$ cat config.mk
export PLATFORM = sky130hd
export DESIGN_NAME = spi_arbiter
export DESIGN_NICKNAME = d
export VERILOG_FILES = /design/src/rtl/spi_arbiter.sv
export SDC_FILE = /design/constraint.sdc
export NUM_CORES = 1
export LEC_CHECK = 0
export ABC_AREA = 1
export BUFFER_PORTS_ARGS = -buffer_cell sky130_fd_sc_hd__buf_2
export CORE_MARGIN = 1
export CORE_UTILIZATION = 53
export CTS_CLUSTER_SIZE = 8
export DETAILED_ROUTE_END_ITERATION = 7
export GPL_ROUTABILITY_DRIVEN = 0
export PLACE_DENSITY = 0.79
export SLEW_MARGIN = 20
export SYNTH_ARGS = -nofsm -noshare
export SYNTH_HDL_FRONTEND = slang
export SYNTH_SLANG_ARGS = --single-unit
$ cat constraint.sdc
create_clock -name clk -period 2.6 [get_ports clk]
set_clock_uncertainty 0.2 [all_clocks]
set_input_delay 0.52 -clock clk [delete_from_list [all_inputs] [get_ports clk]]
set_output_delay 0.52 -clock clk [all_outputs]
set_load 0.03 [all_outputs]
$ cat src/rtl/spi_arbiter.sv
// Two-requester SPI byte-engine arbiter: round-robin grant,
// chip-select setup/release gaps and owner hold timeout.
module spi_arbiter #(
    parameter int SETUP   = 2,
    parameter int GAP     = 2,
    parameter int TIMEOUT = 255
) (
    input  logic       clk,
    input  logic       rst_n,
    input  logic [1:0] req,
    input  logic [1:0] sel,
    input  logic [1:0] start,
    input  logic [7:0] tx0,
    input  logic [7:0] tx1,
    output logic [1:0] gnt,
    output logic       rdy,
    output logic [1:0] done,
    output logic [7:0] rx,
    output logic       tout,
    output logic       eng_start,
    output logic [7:0] eng_tx,
    input  logic       eng_done,
    input  logic [7:0] eng_rx,
    output logic [1:0] nss
);

    localparam logic [7:0] C_SETUP = 8'(SETUP);
    localparam logic [7:0] C_GAP   = 8'(GAP);
    localparam logic [7:0] C_TO    = 8'(TIMEOUT);

    typedef enum logic [2:0] {
        S_IDLE,
        S_SETUP,
        S_READY,
        S_BUSY,
        S_RELEASE
    } state_t;

    state_t     r_state;
    state_t     w_state_nxt;
    logic [7:0] r_cnt;
    logic       r_last;
    logic       r_own;
    logic [1:0] r_req;
    logic       r_done_in;
    logic [7:0] r_rx_in;
    logic [1:0] r_gnt;
    logic       r_rdy;
    logic [1:0] r_done;
    logic [7:0] r_rx;
    logic       r_tout;
    logic       r_eng_start;
    logic [7:0] r_eng_tx;
    logic [1:0] r_nss;

    logic [7:0] w_cnt_inc;
    logic       w_pick;
    logic       w_own_req;
    logic       w_own_start;
    logic       w_to_hit;
    logic       w_grant;
    logic       w_launch;
    logic       w_finish;
    logic       w_release;
    logic       w_to_ready;
    logic [7:0] w_cnt;
    logic       w_own;
    logic       w_last;
    logic [1:0] w_gnt;
    logic       w_rdy;
    logic [1:0] w_done;
    logic [7:0] w_rx;
    logic       w_tout;
    logic       w_eng_start;
    logic [7:0] w_eng_tx;
    logic [1:0] w_nss;

    assign w_cnt_inc   = r_cnt + 8'd1;
    assign w_own_req   = req[r_own];
    assign w_own_start = start[r_own];
    // On a tie the requester that did not hold the bus last wins
    assign w_pick      = (r_req == 2'b11) ? ~r_last : r_req[1];
    assign w_to_hit    = (TIMEOUT != 0) && (w_cnt_inc == C_TO);

    always_ff @(posedge clk or negedge rst_n) begin
        if (!rst_n) begin
            r_state     <= S_IDLE;
            r_cnt       <= 8'd0;
            r_last      <= 1'b1;
            r_own       <= 1'b0;
            r_req       <= 2'b00;
            r_done_in   <= 1'b0;
            r_rx_in     <= 8'd0;
            r_gnt       <= 2'b00;
            r_rdy       <= 1'b0;
            r_done      <= 2'b00;
            r_rx        <= 8'd0;
            r_tout      <= 1'b0;
            r_eng_start <= 1'b0;
            r_eng_tx    <= 8'd0;
            r_nss       <= 2'b11;
        end else begin
            r_state     <= w_state_nxt;
            r_cnt       <= w_cnt;
            r_last      <= w_last;
            r_own       <= w_own;
            r_req       <= req;
            r_done_in   <= eng_done && (r_state == S_BUSY);
            r_rx_in     <= eng_rx;
            r_gnt       <= w_gnt;
            r_rdy       <= w_rdy;
            r_done      <= w_done;
            r_rx        <= w_rx;
            r_tout      <= w_tout;
            r_eng_start <= w_eng_start;
            r_eng_tx    <= w_eng_tx;
            r_nss       <= w_nss;
        end
    end

    always_comb begin
        w_state_nxt = r_state;
        unique case (r_state)
            S_IDLE:
                if (|r_req) w_state_nxt = S_SETUP;
            S_SETUP:
                if (w_cnt_inc == C_SETUP) w_state_nxt = S_READY;
            S_READY:
                if (!w_own_req)       w_state_nxt = S_RELEASE;
                else if (w_own_start) w_state_nxt = S_BUSY;
                else if (w_to_hit)    w_state_nxt = S_RELEASE;
            S_BUSY:
                if (r_done_in)
                    w_state_nxt = w_own_req ? S_READY : S_RELEASE;
            S_RELEASE:
                if (w_cnt_inc == C_GAP) w_state_nxt = S_IDLE;
            default:
                w_state_nxt = S_IDLE;
        endcase
    end

    always_comb begin
        w_grant     = (r_state == S_IDLE) && (w_state_nxt == S_SETUP);
        w_launch    = (r_state == S_READY) && (w_state_nxt == S_BUSY);
        w_finish    = (r_state == S_BUSY) && (w_state_nxt != S_BUSY);
        w_release   = (r_state != S_RELEASE) && (w_state_nxt == S_RELEASE);
        w_to_ready  = (r_state != S_READY) && (w_state_nxt == S_READY);
        w_own       = r_own;
        w_last      = r_last;
        w_gnt       = r_gnt;
        w_rdy       = r_rdy;
        w_done      = 2'b00;
        w_rx        = r_rx;
        w_tout      = 1'b0;
        w_eng_start = 1'b0;
        w_eng_tx    = r_eng_tx;
        w_nss       = r_nss;
        if (w_grant) begin
            w_own  = w_pick;
            w_last = w_pick;
            w_gnt  = w_pick ? 2'b10 : 2'b01;
            w_nss  = sel[w_pick] ? 2'b01 : 2'b10;
        end
        if (w_to_ready) w_rdy = 1'b1;
        if (w_launch) begin
            w_eng_start = 1'b1;
            w_eng_tx    = r_own ? tx1 : tx0;
            w_rdy       = 1'b0;
        end
        if (w_finish) begin
            w_done = r_own ? 2'b10 : 2'b01;
            w_rx   = r_rx_in;
        end
        // Leaving READY with the request still up can only be a timeout
        if (w_release) begin
            w_gnt  = 2'b00;
            w_nss  = 2'b11;
            w_rdy  = 1'b0;
            w_tout = (r_state == S_READY) && w_own_req;
        end
        if (w_state_nxt != r_state)
            w_cnt = 8'd0;
        else if (r_state == S_SETUP || r_state == S_RELEASE)
            w_cnt = w_cnt_inc;
        else if (r_state == S_READY && TIMEOUT != 0)
            w_cnt = w_cnt_inc;
        else
            w_cnt = r_cnt;
    end

    assign gnt       = r_gnt;
    assign rdy       = r_rdy;
    assign done      = r_done;
    assign rx        = r_rx;
    assign tout      = r_tout;
    assign eng_start = r_eng_start;
    assign eng_tx    = r_eng_tx;
    assign nss       = r_nss;

endmodule

== Word level (Yosys, flattened, before mapping) ==
Index checks and enable logic that the tools add are counted.

* RAM bits: 0
* Bits of input ports: 33
* Output and inout port bits: 25
* Memory bits (read-only): 0
* Bits in latches: 0
* Memories kept: 0
* Register bits after elaboration: 49

* Shift operators: 0
* Multipliers: 0
* $lt $le $gt $ge: 2
* Div/mod/pow operators: 0
* Mux-type cells: 33
* Reductions and logical operators: 13
* Bitwise gates (word level): 1
* Add/sub/neg operators: 1
* Equality and inequality tests: 15

{| class="wikitable"
|+ Operators by type and width
! kind !! count
|-
| two-way mux 8 bit || 4
|-
| two-way mux 3 bit || 8
|-
| two-way mux 2 bit || 8
|-
| one-hot mux 3 bit (5 select lines) || 1
|-
| == test 3 x 2 -> 1 bit (second input constant) || 4
|-
| two-way mux 1 bit || 12
|-
| adder 8 x 1 -> 8 bit (second input constant) || 1
|-
| == test 8 x 2 -> 1 bit (second input constant) || 1
|-
| == test 8 bit (second input constant) || 1
|-
| logical AND 1 bit || 7
|-
| == test 3 x 1 -> 1 bit (second input constant) || 2
|-
| == test 3 bit (second input constant) || 2
|-
| inequality test 3 x 2 -> 1 bit (second input constant) || 2
|-
| nonzero test 3 bit || 2
|-
| less-than comparator 1 x 2 -> 1 bit (second input constant) || 2
|-
| logical NOT 3 bit || 1
|-
| inequality test 3 bit || 1
|-
| inequality test 3 bit (second input constant) || 1
|-
| == test 2 bit (second input constant) || 1
|-
| nonzero test 2 bit || 1
|-
| OR reduction 2 bit || 1
|-
| logical OR 1 bit || 1
|-
| NOT 1 bit || 1
|}

== Depth between registers and ports, before layout ==
Gate-level depths: netlist (run 1).

* Word-level depth: 11
* Mapped depth: 16
* Gate-level depth less buffers: 16

== Least setup slack after synthesis (run 1) ==
OpenSTA, ideal clock, no wires.

* Path type: register to register
* Start point: reg r_cnt[0]
* End point: reg r_cnt[3]
* Stages on the path, launching flop included: 12
* Path buffers: 0
* Data required time: 2,277 ps
* Setup time: 123 ps
* Path slack: 557 ps
* Data arrival time: 1,720 ps
* Cells stage by stage: dfrtp_1 -> ha_1 -> inv_1 -> nand2_1 -> nand2_1 -> nand2_1 -> nor3_4 -> nand3_4 -> a21oi_1 -> nand2_4 -> nand2_8 -> nor2_2

* Longest elaborated chain between the ends: 8

{| class="wikitable"
|+ RTL lines
! element !! RTL line !! text
|-
| start: declaration || 41 || <nowiki>logic [7:0] r_cnt;</nowiki>
|-
| start signal: assignment || 104 || <nowiki>r_cnt <= w_cnt;</nowiki>
|-
| adder 8 x 1 -> 8 bit * || 78 || <nowiki>assign w_cnt_inc = r_cnt + 8'd1;</nowiki>
|-
| == test 8 bit || 83 || <nowiki>assign w_to_hit = (TIMEOUT != 0) && (w_cnt_inc == C_TO);</nowiki>
|-
| two-way mux 3 bit || 131 || <nowiki>else if (w_to_hit) w_state_nxt = S_RELEASE;</nowiki>
|-
| two-way mux 3 bit || 130 || <nowiki>else if (w_own_start) w_state_nxt = S_BUSY;</nowiki>
|-
| two-way mux 3 bit || 129 || <nowiki>if (!w_own_req) w_state_nxt = S_RELEASE;</nowiki>
|-
| one-hot mux 3 bit (5 select lines) || 123 || <nowiki>unique case (r_state)</nowiki>
|-
| inequality test 3 bit || 181 || <nowiki>if (w_state_nxt != r_state)</nowiki>
|-
| nonzero test 3 bit (no source line) or two-way mux 8 bit (tied branches) || -- ||
|}

Mark *: on every way between the ends. The rest lies on a longest branch, timed or not. The select of a mux whose other input is x is not followed.
A chain may end at the register's enable or synchronous reset.

== Worst setup path after layout (run 1) ==
* Start point: reg r_cnt[0]
* End point: reg r_cnt[5]

Same word-level chain as after synthesis.

==> impl_metrics.py, run 1 <==
metrics = {
    "critical_path": {
        "required_ns": 2.60,
        "r2r_slack_ns": 0.38,
        "end_kind": "register",
        "crit_arrival_ns": 2.22,
        "cp_max_fo": 8,
        "worstSetupPathType": "register to register",
        "crit_path_start_kind": "register",
    },
    "logic_synthesis": {
        "netlist_area_mm2": 0.002409,
        "synth.yosys.seq_area_share_pct": 51.06,
        "synthCells": 243,
        "yosysUniqueCellTypes": 36,
        "synth_seq_cells": 49,
        "yosysWarnings": 0,
        "yosysTopAreaCell": "dfrtp_1",
        "synth.net_count": 279,
        "avgSynthCellArea_um2": 9.912,
        "synth_top_area_share_pct": 47.79,
        "netlist_top_cells_area": "dfrtp_1 48%, nand2_1 8.3%, a31oi_2 4.2%, inv_1 3.7%, mux2_2 3.7%",
    },
    "detailed_routing": {
        "vias": 1792,
        "drt_iter0_markers": 193,
        "avgRoutedWirePerCell_um": 12.08,
        "first_pass_iters": 4,
        "drc": 0,
        "routed_wl_mm": 4.338,
        "viasPerCell": 4.992,
        "ant_nets": 0,
    },
    "clocking": {
        "htreeDepth": 2,
        "cts_buffers": 5,
        "post_cts_buffers": 0,
        "tritoncts": "done",
        "clockBufferDepth": 2,
        "clk_pin_slew_ns": 0.09,
        "root_buffer": "clkbuf_8",
        "ctsResizeCount": 0,
        "cts_sinks": 49,
        "cts.hold.buffers_added": 0,
        "clock_latency_ns": 0.31,
    },
    "global_route": {
        "grt_pass1_vias": 1695,
        "grt_overflow_total": 0,
        "grt_max_degree": 29,
        "antenna_found_initial": 0,
        "grt_pass1_wl_mm": 7.424,
        "gr-usage-all-layers_pct": 19.82,
    },
    "flow_run": {
        "maxCapViolCount": 0,
    },
    "power_and_ir_drop": {
        "p_sw_mw": 1.588,
        "p_leak_nw": 1.434,
        "intPower_mw": 1.813,
        "p_per_area_mw_per_mm2": 1190,
        "p_total_mw": 3.400,
        "peakVddDrop_mv": 0.5930,
        "power_frac_seq_pct": 36.3,
        "clock_power_share_pct": 13.6,
        "switching_share_pct": 46.69,
        "pwr-share-comb_pct": 50.1,
    },
    "floorplanning": {
        "fp.coreArea_mm2": 0.004354,
        "die_area_mm2": 0.004818,
        "die_y_um": 69.41,
        "start_util_pct": 55.32,
        "rows": 24,
        "ioPinCount": 58,
        "die_width_um": 69.41,
    },
    "timing": {
        "hold_violations": 0,
        "max_slew.worst_pin.slew_ns": 0.7242,
        "rsz0062_at_grt": "no",
        "whs_ns": 0.02304,
        "post-route-period-util_pct": 85.58,
        "fin_tns_setup_ns": 0,
        "max_freq_mhz": 449.4,
        "maxSlewViolCount": 0,
        "setup_violations": 0,
        "period_needed_ns": 2.225,
        "finalWorstSetupSlack_ns": 0.3750,
        "slew_headroom_pct": 51.35,
    },
    "finish": {
        "fin_nets": 342,
        "nFillCells": 339,
        "seq_area_mm2": 0.001230,
        "area_growth_pct": 18.65,
        "postLayoutCoreUtil_pct": 65.63,
        "drive_gt1_share_pct": 42.02,
        "final_cell_area_mm2": 0.002858,
        "antenna_cells": 0,
        "multi_input_area_mm2": 0.001040,
        "fin_cells": 359,
    },
    "placed_design": {
        "place_inst": 351,
        "place_ws_ns": 0.4019,
        "dp_hpwl_mm": 3.287,
        "dpl-instance-area_mm2": 0.002763,
        "io_buffers": 57,
    },
    "min_path": {
        "hp-class": "input pin to async pin",
    },
    "status": {
        "outcome": "finished, final reports clean",
    },
}
worst max-delay path, cell delays in order (launching register included):
cell and delay (ns):
dfrtp_1 0.45, ha_1 0.27, inv_1 0.06, nand2_1 0.04, nand2_1 0.10, nand2_1 0.11
nor3_4 0.23, nand3_4 0.14, a21oi_1 0.25, nand2_4 0.10, nand2_8 0.12, nor2_2 0.04
Yosys cell counts:
master and count:
a21oi_2 1, buf_12 1, clkbuf_1 3, nand2_8 1
ha_1 3, o21ai_0 12, nor3_4 1, nor2_4 1
a31oi_2 8, nand3_1 3, inv_2 3, nor2_1 19
inv_1 24, mux2i_1 2, a21oi_1 4, o21ai_1 2
nor2_2 12, nor3_2 1, nand3_4 2, mux2_2 8
o22ai_1 1, o21bai_2 1, nor3_1 5, o21ai_2 1
or2_2 1, nand2_2 6, nand2_1 53, nand4_1 2
nand2_4 4, or3_1 1, nand3_2 4, dfstp_2 3
inv_4 1, dfrtp_1 46, a21oi_4 2, xor2_1 1
registers in the layout (all words and copies together) (netlist names), 2 cells and up:
name / count
r_req: 2
done: 2
rx: 8
eng_tx: 8
r_state: 3
nss: 2
gnt: 2
r_rx_in: 8
r_cnt: 8
per-layer routing:
metal | share of wire, % | vias to the layer above | track usage, % | routed length (µm)
met5 | 0 | - | 0 | 0
met3 | 4.2 | 9 | 4.797 | 183
met1 | 46 | 828 | 25.79 | 1997
li1 | - | 908 | - | -
met4 | 2.2 | 0 | 8.390 | 96
met2 | 48 | 47 | 31.82 | 2061
power by group through the flow:
stage          Combinational [mW]  Clock (mW)  Sequential (mW)
2_1_floorplan                1.03           0             1.50
3_3_place_gp                 1.67           0             1.24
3_5_place_dp                 1.70           0             1.24
4_1_cts                      1.71       0.476             1.23
5_1_grt                      1.86       0.507             1.27
6_report                     1.70       0.463             1.23
placed cells by master (no fill, tap or decap), types with 4 or more instances in the layout:
| master | count |
|---|---|
| a21oi_1 | 4 |
| a31oi_2 | 8 |
| buf_2 | 57 |
| clkbuf_8 | 5 |
| dfrtp_1 | 46 |
| inv_1 | 24 |
| mux2_2 | 8 |
| nand2_1 | 53 |
| nand2_2 | 6 |
| nand2_4 | 4 |
| nand3_2 | 4 |
| nor2_1 | 19 |
| nor2_2 | 12 |
| nor3_1 | 5 |
| o21ai_0 | 12 |
final timing paths:
| kind | endpoint | from | depth (start not counted) |
|---|---|---|---|
| setup / recovery | r_cnt[5] | r_cnt[0] | 11 |
| hold / removal | r_state[2] | rst_n | 1 |
| setup reg to reg | r_cnt[5] | r_cnt[0] | 11 |
| hold reg to reg | r_last | r_last | 2 |
| max in group asynchronous | r_rx_in[4] | rst_n | 2 |
| min in group clk | r_rx_in[7] | eng_rx[7] | 1 |
area by class of cell:
class / count / area share, %
inverters: 28 / 3.765
well taps: 52 / 2.277
flip-flops and latches: 49 / 43.04
clock buffers: 5 / 2.408
multi-input cells: 162 / 36.38
repair buffers: 60 / 11.21
clock inverters: 3 / 0.9194
kinds of logic after synthesis:
group                    after synthesis  share of synthesized area, %
AND/OR/NAND/NOR                      116                         25.97
flip-flops                            49                         51.06
AO/OA/AOI/OAI                         32                         10.70
buffers and inverters                 32                         5.767
multiplexers                          10                         4.572
adder cells (fa/ha/maj)                3                         1.559
XOR/XNOR                               1                        0.3637
No activity file was read; power rests on OpenSTA's default activity.
==> inputs of run 2 (changes only) <==
clock period = 2.38 ns   (was 2.6 ns; I/O delays follow)
==> run 2 against run 1 <==
  * Total power grew 17%
  * Sequential power up 8%
  * Register-to-register slack got worse by 0.23 ns
  * First-iteration DRC count down 30%
  * Highest routed layer unchanged
  * Fmax down 0.48%
==> impl_metrics.py, run 2 (synthesized netlist as in run 1, its figures left out) <==
metrics = {
    "timing": {
        "whs_ns": 0.04564,
        "finalWorstSetupSlack_ns": 0.1442,
        "hold_violations": 0,
        "rsz0062_at_grt": "no",
        "post-route-period-util_pct": 93.94,
        "maxSlewViolCount": 0,
        "period_needed_ns": 2.236,
        "max_slew.worst_pin.slew_ns": 0.5849,
        "setup_violations": 0,
        "slew_headroom_pct": 61.01,
        "max_freq_mhz": 447.3,
        "fin_tns_setup_ns": 0,
    },
    "power_and_ir_drop": {
        "p_leak_nw": 1.466,
        "p_total_mw": 3.965,
        "p_per_area_mw_per_mm2": 1356,
        "peakVddDrop_mv": 0.8243,
    },
    "global_route": {
        "grt_max_degree": 50,
        "grt_pass1_vias": 1729,
        "grt_pass1_wl_mm": 7.624,
        "antenna_found_initial": 0,
        "gr-usage-all-layers_pct": 20.27,
        "grt_overflow_total": 0,
    },
    "detailed_routing": {
        "first_pass_iters": 4,
        "viasPerCell": 5.017,
        "drc": 0,
        "ant_nets": 0,
        "drt_iter0_markers": 135,
        "avgRoutedWirePerCell_um": 12.34,
        "routed_wl_mm": 4.480,
        "vias": 1821,
    },
    "status": {
        "outcome": "finished, final reports clean",
    },
    "clocking": {
        "tritoncts": "done",
        "htreeDepth": 2,
        "clockBufferDepth": 2,
        "cts.hold.buffers_added": 0,
        "cts_buffers": 5,
        "root_buffer": "clkbuf_8",
        "clk_pin_slew_ns": 0.09,
        "cts_sinks": 49,
        "clock_latency_ns": 0.30,
    },
    "floorplanning": {
        "die_width_um": 69.41,
        "die_area_mm2": 0.004818,
        "rows": 24,
        "start_util_pct": 55.32,
        "ioPinCount": 58,
        "die_y_um": 69.41,
        "fp.coreArea_mm2": 0.004354,
    },
    "min_path": {
        "hp-class": "input pin to async pin",
    },
    "critical_path": {
        "end_kind": "register",
        "crit_path_start_kind": "register",
        "cp_max_fo": 8,
        "crit_arrival_ns": 2.26,
        "required_ns": 2.41,
        "worstSetupPathType": "register to register",
    },
    "finish": {
        "final_common_cell": "buf_2",
        "fin_nets": 346,
        "final_cell_mix": "57 x buf_2, 53 x nand2_1, 44 x dfrtp_1",
        "area_growth_pct": 21.45,
        "antenna_cells": 0,
        "drive_gt1_share_pct": 44.37,
    },
    "placed_design": {
        "place_ws_ns": 0.1721,
        "io_buffers": 57,
        "dp_hpwl_mm": 3.368,
    },
    "flow_run": {
        "maxCapViolCount": 0,
    },
}
run 2: stage by stage:
step	utilization (%)	instances	instance area [µm²]
floorplan	-	243	2409
global placement	63.85	355	2780
detailed placement	63.85	355	2780
CTS	66.93	363	2914
global route	67.18	363	2925
finish	67.18	363	2925
run 2: layout make-up:
cell class	count	area, µm²
Inverter	28	107.6
Timing Repair Buffer	64	337.8
Clock inverter	3	65.06
Fill cell	320	1429
Multi-Input combinational cell	162	1049
Sequential cell	49	1232
Tap cell	52	65.06
Clock buffer	5	68.82
run 2: worst paths after layout:
kind	start	end	slack (ns)	cells past startpoint
min	rst_n	gnt[1]	0.05	2
min reg2reg	r_last	r_last	0.28	2
min in group clk	eng_rx[5]	r_rx_in[5]	0.08	1
max reg2reg	r_cnt[0]	r_cnt[1]	0.14	12
max in group asynchronous	rst_n	r_cnt[1]	1.49	2
max	r_cnt[0]	r_cnt[1]	0.14	12
run 2: metal layers:
layer | part of all wire, % | track usage [%]
met1 | 46 | 27.20
met2 | 49 | 32.36
met3 | 3.3 | 3.488
met4 | 2.0 | 9.297
met5 | 0 | 0
run 2: where the power goes:
group	total [mW]	leakage, nW	internal, mW	switching [mW]
Combinational	1.96	0.790	0.688	1.27
Clock	0.682	0.0681	0.417	0.265
Sequential	1.33	0.607	1.13	0.200
Total	3.97	1.47	2.23	1.73
run 2: worst max-delay path, stage by stage (launching register included):
cell and delay [ns]:
dfrtp_2 0.45, ha_2 0.22, inv_1 0.06, nand2_1 0.05, nand2_1 0.11, nand2_1 0.11
nor3_4 0.24, nand3_4 0.15, a21oi_4 0.21, nand3_2 0.12, nand2_4 0.10, nand2_8 0.08
nor2_2 0.08
run 2: timing repair:
| item | 4_1_cts | 5_1_grt |
|---|---|---|
| resized for setup | 0 | 5 |
| endpoints found under the hold margin | 0 | 0 |
| endpoints found under the setup margin | 0 | 11 |
| setup buffers | 0 | 0 |
==> inputs of run 3 (changes only) <==
CORE_ASPECT_RATIO = 0.75   (was not set)
==> run 3 against run 2 <==
  * Wire length grew 3.6%
  * Via count down 1.9%
  * Worst hold slack better by 0.027 ns
  * Flip-flop and latch count unchanged
  * Sequential share of layout area fell by 0.22 points
  * Highest routed layer unchanged
==> impl_metrics.py, run 3 (synthesized netlist as in run 1, its figures left out) <==
metrics = {
    "detailed_routing": {
        "viasPerCell": 4.856,
        "ant_nets": 0,
        "vias": 1787,
        "routed_wl_mm": 4.641,
        "drc": 0,
        "avgRoutedWirePerCell_um": 12.61,
        "first_pass_iters": 4,
        "drt_iter0_markers": 117,
    },
    "floorplanning": {
        "ioPinCount": 58,
        "die_y_um": 60.38,
        "fp.coreArea_mm2": 0.004204,
        "rows": 20,
        "start_util_pct": 57.29,
        "die_width_um": 79.84,
        "die_area_mm2": 0.004821,
    },
    "clocking": {
        "root_buffer": "clkbuf_8",
        "post_cts_buffers": 0,
        "clock_latency_ns": 0.30,
        "clockBufferDepth": 2,
        "clk_pin_slew_ns": 0.09,
        "tritoncts": "done",
        "cts_sinks": 49,
        "cts_buffers": 5,
        "htreeDepth": 2,
    },
    "critical_path": {
        "required_ns": 2.41,
        "crit_path_start_kind": "register",
        "worstSetupPathType": "register to register",
        "end_kind": "register",
        "cp_max_fo": 8,
        "crit_arrival_ns": 2.26,
    },
    "flow_run": {
        "maxCapViolCount": 0,
    },
    "global_route": {
        "grt_use_met3_pct": 4.361,
        "grt_max_degree": 27,
        "grt.met2_usage_pct": 31.87,
        "gr-usage-all-layers_pct": 21.71,
        "grt_overflow_total": 0,
        "busiest_layer": "met2",
        "grt_pass1_vias": 1610,
        "gr-usage-met1_pct": 31.66,
        "antenna_found_initial": 0,
        "grt_pass1_wl_mm": 7.562,
    },
    "min_path": {
        "hp-class": "input pin to register",
    },
    "timing": {
        "slew_headroom_pct": 57.96,
        "whs_ns": 0.07300,
        "maxSlewViolCount": 0,
        "rsz0062_at_grt": "no",
        "period_needed_ns": 2.228,
        "finalWorstSetupSlack_ns": 0.1521,
        "fin_tns_setup_ns": 0,
        "hold_violations": 0,
        "max_slew.worst_pin.slew_ns": 0.6265,
        "post-route-period-util_pct": 93.61,
        "max_freq_mhz": 448.8,
        "setup_violations": 0,
    },
    "status": {
        "outcome": "finished, final reports clean",
    },
    "finish": {
        "final_cell_area_mm2": 0.002938,
        "final_cell_mix": "57 x buf_2, 53 x nand2_1, 45 x dfrtp_1",
        "antenna_cells": 0,
        "drive_gt1_share_pct": 43.45,
        "final_common_cell": "buf_2",
        "fin_nets": 348,
        "area_growth_pct": 21.97,
    },
    "power_and_ir_drop": {
        "peakVddDrop_mv": 0.7007,
        "p_total_mw": 3.891,
        "p_per_area_mw_per_mm2": 1324,
        "p_leak_nw": 1.474,
    },
    "placed_design": {
        "dpl-instance-area_mm2": 0.002804,
        "place_ws_ns": 0.1505,
        "io_buffers": 57,
        "dp_hpwl_mm": 3.462,
    },
}
-- run 3: cell types whose count changed in the layout (fill, tap and decap cells not counted), sizes merged --
| cell | delta |
|---|---|
| inv | +1 |
| bufinv | -1 |
| buf | +1 |
| dlygate4sd3 | +1 |
-- run 3: power by group --
part / switching, mW / internal, mW
sequential: 0.200 / 1.13
clock: 0.282 / 0.322
combinational: 1.27 / 0.691
total: 1.75 / 2.14
-- run 3: layer usage --
metal,share of wire [%],up-vias
met5,0,-
met4,1.2,0
met3,6.0,5
met2,44,52
met1,49,813
li1,-,917
-- run 3: worst max-delay path, stage by stage, from the launching register on --
cell     delay [ns]
dfrtp_2        0.46
ha_1           0.25
inv_1          0.06
nand2_1        0.05
nand2_1        0.10
nand2_1        0.11
nor3_4         0.22
nand3_4        0.15
a21oi_4        0.18
nand3_2        0.12
nand2_4        0.10
nand2_8        0.08
nor2_2         0.09
-- run 3: path summary, 6_finish.rpt --
kind | from | end | slack, ns | cells past startpoint
hold reg to reg | r_last | r_last | 0.27 | 2
setup reg to reg | r_cnt[0] | r_cnt[7] | 0.15 | 12
min in group asynchronous | rst_n | r_cnt[0] | 0.50 | 2
setup / recovery | r_cnt[0] | r_cnt[7] | 0.15 | 12
hold / removal | eng_rx[3] | r_rx_in[3] | 0.07 | 1
max in group asynchronous | rst_n | eng_tx[0] | 0.96 | 3
-- run 3: what timing repair did --
| action | CTS | global route |
|---|---|---|
| hold endpoints to repair | 20 | 0 |
| setup endpoints to repair | 0 | 11 |
| gates resized for setup | 0 | 2 |
| hold buffers | 1 | 0 |
-- run 3: final cells by class --
type / instances / area, µm²
flip-flops and latches: 49 / 1231
fillers: 317 / 1266
inverters: 28 / 107.6
multi-input cells: 162 / 1044
repair buffers: 66 / 367.9
clock inverters: 3 / 50.05
clock buffers: 5 / 68.82
well taps: 55 / 68.82
-- run 3: stage by stage --
stage	cells	util, %
6_report	368	69.88
5_1_grt	368	69.88
4_1_cts	368	69.76
3_5_place_dp	359	66.70
3_3_place_gp	359	66.70
2_1_floorplan	243	-
